File: src/rtl/outen4bit_buf.sv
// -----------------------------------------------------------------------------
// outen4bit_buf
//   Small synchronous FIFO buffer. Words are loaded with Inen and unloaded with
//   Outen. Each accepted read places the oldest word on a registered data_out
//   one cycle later, together with a single-cycle out_valid pulse.
//   A write that finds the buffer full is dropped and sets the sticky ovf flag.
//   A read that finds the buffer empty is refused and sets the sticky udf flag.
//   Both flags are cleared only by clr.
//
// Ports
//   clk        in   1              rising-edge clock
//   clr        in   1              asynchronous active-high reset
//   data_in    in   WIDTH          word to write
//   Inen       in   1              write request
//   Outen      in   1              read request
//   data_out   out  WIDTH          registered read word
//   out_valid  out  1              data_out carries a new word this cycle
//   full       out  1              count == DEPTH
//   empty      out  1              count == 0
//   count      out  log2(DEPTH)+1  number of stored words
//   ovf        out  1              sticky: a write was refused
//   udf        out  1              sticky: a read was refused
//
// DEPTH must be a power of two, and at least 2, so that the pointers wrap
// naturally at their bit width.
// -----------------------------------------------------------------------------
module outen4bit_buf #(
  parameter int WIDTH = 4,
  parameter int DEPTH = 4
) (
  input  logic                     clk,
  input  logic                     clr,
  input  logic [WIDTH-1:0]         data_in,
  input  logic                     Inen,
  input  logic                     Outen,
  output logic [WIDTH-1:0]         data_out,
  output logic                     out_valid,
  output logic                     full,
  output logic                     empty,
  output logic [$clog2(DEPTH):0]   count,
  output logic                     ovf,
  output logic                     udf
);

  localparam int AW = $clog2(DEPTH);
  localparam int CW = AW + 1;

  typedef enum logic [1:0] {
    OCC_EMPTY   = 2'd0,
    OCC_PARTIAL = 2'd1,
    OCC_FULL    = 2'd2
  } occ_t;

  logic [WIDTH-1:0] r_mem [DEPTH];
  logic [AW-1:0]    r_wptr;
  logic [AW-1:0]    r_rptr;
  logic [CW-1:0]    r_count;
  logic [WIDTH-1:0] r_dout_p0;
  logic             r_vld_p0;
  logic             r_ovf;
  logic             r_udf;

  occ_t             w_occ;
  logic             w_rd_acc;
  logic             w_wr_acc;
  logic             w_wr_refused;
  logic             w_rd_refused;
  logic [CW-1:0]    w_count_nxt;

  // Occupancy view derived purely from the registered count.
  always_comb begin
    w_occ = OCC_PARTIAL;
    if (r_count == '0) begin
      w_occ = OCC_EMPTY;
    end else if (r_count == CW'(DEPTH)) begin
      w_occ = OCC_FULL;
    end
  end

  // Request arbitration. A read is judged first because, when full, the read
  // frees the slot that a same-cycle write then reuses. When empty, the read
  // is refused but the write still lands.
  always_comb begin
    w_rd_acc     = Outen && (w_occ != OCC_EMPTY);
    w_wr_acc     = Inen && ((w_occ != OCC_FULL) || w_rd_acc);
    w_wr_refused = Inen && !w_wr_acc;
    w_rd_refused = Outen && !w_rd_acc;
  end

  always_comb begin
    w_count_nxt = r_count;
    if (w_wr_acc && !w_rd_acc) begin
      w_count_nxt = r_count + CW'(1);
    end else if (w_rd_acc && !w_wr_acc) begin
      w_count_nxt = r_count - CW'(1);
    end
  end

  // Storage array: not reset; a slot is only ever read after being written.
  always_ff @(posedge clk) begin
    if (w_wr_acc && !clr) begin
      r_mem[r_wptr] <= data_in;
    end
  end

  // Pointers, count and sticky flags.
  always_ff @(posedge clk or posedge clr) begin
    if (clr) begin
      r_wptr  <= '0;
      r_rptr  <= '0;
      r_count <= '0;
      r_ovf   <= 1'b0;
      r_udf   <= 1'b0;
    end else begin
      if (w_wr_acc) begin
        r_wptr <= r_wptr + AW'(1);
      end
      if (w_rd_acc) begin
        r_rptr <= r_rptr + AW'(1);
      end
      r_count <= w_count_nxt;
      if (w_wr_refused) begin
        r_ovf <= 1'b1;
      end
      if (w_rd_refused) begin
        r_udf <= 1'b1;
      end
    end
  end

  // ---- stage p0: registered read word and its valid pulse ----
  // The read samples the array before any same-edge write, so a full-buffer
  // read/write pair returns the old word at the shared slot.
  always_ff @(posedge clk or posedge clr) begin
    if (clr) begin
      r_dout_p0 <= '0;
      r_vld_p0  <= 1'b0;
    end else begin
      r_vld_p0 <= w_rd_acc;
      if (w_rd_acc) begin
        r_dout_p0 <= r_mem[r_rptr];
      end
    end
  end

  assign data_out  = r_dout_p0;
  assign out_valid = r_vld_p0;
  assign count     = r_count;
  assign full      = (w_occ == OCC_FULL);
  assign empty     = (w_occ == OCC_EMPTY);
  assign ovf       = r_ovf;
  assign udf       = r_udf;

endmodule

File: config.mk
export PLATFORM = sky130hd
export DESIGN_NAME = outen4bit_buf
export DESIGN_NICKNAME = d
export VERILOG_FILES = /design/src/rtl/outen4bit_buf.sv
export SDC_FILE = /design/constraint.sdc
export NUM_CORES = 1
export LEC_CHECK = 0
export ABC_CLOCK_PERIOD_IN_PS = 2300
export BUFFER_PORTS_ARGS = -buffer_cell sky130_fd_sc_hd__buf_2
export CORE_AREA = 3 3 56 58
export CTS_CLUSTER_DIAMETER = 120
export DETAILED_ROUTE_END_ITERATION = 16
export DIE_AREA = 0 0 59 61
export GPL_TIMING_DRIVEN = 0
export PLACE_DENSITY = 0.75
export SLEW_MARGIN = 15
export SYNTH_ARGS = -nofsm -noshare
export SYNTH_HDL_FRONTEND = slang
export SYNTH_SLANG_ARGS = --single-unit
File: constraint.sdc
create_clock -name clk -period 2.3 [get_ports clk]
set_clock_uncertainty 0.1 [all_clocks]
set_input_delay 0.115 -clock clk [delete_from_list [all_inputs] [get_ports clk]]
set_output_delay 0.115 -clock clk [all_outputs]
set_load 0.1 [all_outputs]
==> impl_metrics.ini <==
[grt]
grt_max_degree = 15
overflow = 0
grt_pass1_vias = 706
grt_usage = 0.1389
grt_first_pass_wirelength_mm = 3.346
antenna_found_initial = 0

[detailed_routing]
detail_route.vias_per_cell = 4.727
dr.first_iter.drc_count = 27
post-route-drc-count = 0
via_count = 709
wl_per_cell_um = 13.40
drt_pass1_iterations = 3
wl_mm = 2.010
postRouteAntennaNets = 0

[yosys]
async_reset_ff_frac = 0.4667
synth-seq-area-share = 0.6428
yosysTopAreaCellShare = 0.3717
synth_edf_count = 16
synth.avg_cell_area_sq_um = 15.96
synth_flop_cell = edfxtp_1
netlist-cell-type-count = 24
synth_most_common_cell = edfxtp_1
synth.cell_area_sq_mm = 0.001292
synth_cells = 81
yosysWarnings = 0
synth_top_cell_by_area = edfxtp_1
yosys-top-cells-area = edfxtp_1 37%, dfrtp_1 27%, mux4_2 7.0%
syn-num-nets = 95
synthTopCellsByCount = 16 x edfxtp_1, 14 x dfrtp_1, 12 x nand2_1
ys_ff_latch = 30

[floorplan]
die_area_sq_mm = 0.003599
io_pins = 20
rows = 19
core_sq_mm = 0.002710
start_util = 0.4769
die_x_um = 59
fp.dieH_um = 61

[timing]
tns_ns = 0
fmaxAchievable_mhz = 457.0
slew_viol_final = 0
holdWs_ns = 0.2815
setup_violations = 0
slew_headroom = 0.6394
hold_viol_final = 0
rsz0062_at_grt = no
fin_crit_ns = 2.188
fin_crit_sh = 0.9514
tightest_slew_ns = 0.5403

[place]
port_buffers = 19
routabilityCongestion = 0.7262
hpwl_mm = 1.443

[clock_network]
cts_sinks = 30
clkTransAtPathRegs_ns = 0.09
cts_max_level = 2
clk_latency_ns = 0.32
cts_tree = yes
cts_buffers = 5
cts-root-buf = clkbuf_4
cts_buffer_depth = 2

[critical_path]
critPathArrivalTime_ns = 2.30
cp_max_fo = 7
critPathCaptureType = flop
start_kind = flop
critPathKind = reg2reg
worst_ep_required_time_ns = 2.42

[layout]
area_growth_pct = 24.69
diodes = 0
drive_above_1_share = 0.4118
nets = 132

[job]
max_cap_viol_count = 0

[run_status]
status = finished clean

[min_path]
hp-class = in2async
==> cell usage in the layout, fill, tap and decap left out, types with 2 or more instances in the layout <==
| master | Yosys | final |
|---|---|---|
| and2_1 | 4 | 4 |
| buf_2 | 1 | 20 |
| buf_4 | 0 | 3 |
| clkbuf_1 | 0 | 3 |
| clkbuf_4 | 0 | 5 |
| dfrtp_1 | 14 | 11 |
| dfrtp_4 | 0 | 3 |
| dlygate4sd3_1 | 0 | 7 |
| edfxtp_1 | 16 | 16 |
| ha_1 | 5 | 4 |
| inv_1 | 5 | 4 |
| mux4_2 | 4 | 4 |
| nand2_1 | 12 | 12 |
| nor3b_2 | 1 | 2 |
| xnor2_1 | 4 | 4 |
| xor2_1 | 2 | 2 |
==> sequential cells by signal, indices dropped and copies added (netlist names) <==
register   count
count          3
data_out       4
out_valid      1
ovf            1
r_mem         16
r_rptr         2
r_wptr         2
udf            1
==> critical path, cell delays in order, from the launching register on <==
cell and delay (ns):
dfrtp_4 0.55, nor4b_4 0.27, nand2b_4 0.20, inv_1 0.05
ha_2 0.18, inv_2 0.05, fa_1 0.40, mux2_2 0.28
==> per-layer routing <==
metal  share of wire  vias to the layer above  track usage
met3           0.056                        5      0.08298
met4           0.022                        0      0.07767
met2            0.47                       17       0.1972
met5               0                        -            0
li1                -                      356            -
met1            0.45                      331       0.1635
==> layout make-up <==
cell class	instances	area, sq um
plain buffers	1	5.005
clock buffers	8	48.80
fillers	212	1099
inverters	6	25.02
multi-input cells	44	444.2
flip-flops and latches	30	842.1
well taps	31	38.79
repair buffers	30	207.7
==> through the flow <==
step                std cells  utilization  setup WS, ns  instance area, sq um
finish                    150       0.5946        0.1117                  1612
detailed placement        131       0.5351      0.007692                  1450
CTS                       147       0.5817      0.006734                  1577
floorplan                  81            -      -0.05767                  1316
global placement          131       0.5351       0.04174                  1450
global route              150       0.5946       0.03028                  1612
==> cells by family (layout without fill, tap and decap cells) <==
group / count (synthesis) / count (layout) / synth area share
AOI/OAI and AO/OA: 3 / 3 / 0.02904
xor gates and xnor gates: 6 / 6 / 0.04066
adders and majority gates: 6 / 6 / 0.06389
buffers and inverters: 7 / 45 / 0.02323
DFF: 30 / 30 / 0.6428
muxes: 6 / 6 / 0.09003
and+or+nand+nor: 23 / 23 / 0.1103
==> what timing repair did <==
action | in CTS | in global routing
setup endpoints to repair | 1 | 2
setup buffers | 1 | 3
resized for setup | 0 | 0
hold endpoints to repair | 33 | 0
pin swaps | 1 | 2
gates cloned | 0 | 0
hold buffers | 7 | 0
==> path summary, 6_finish.rpt <==
check	start	end	slack (ns)	depth (start not counted)
worst max-delay path	count[0]	count[1]	0.11	7
worst min-delay path	clr	count[1]	0.28	3
worst max register to register	count[0]	count[1]	0.11	7
worst min register to register	udf	udf	0.36	1
max in group asynchronous	clr	count[0]	1.42	3
min in group clk	udf	udf	0.36	1
Power is not shown: default switching activity piles up to over one toggle a cycle in this logic, so the estimate is an artifact.
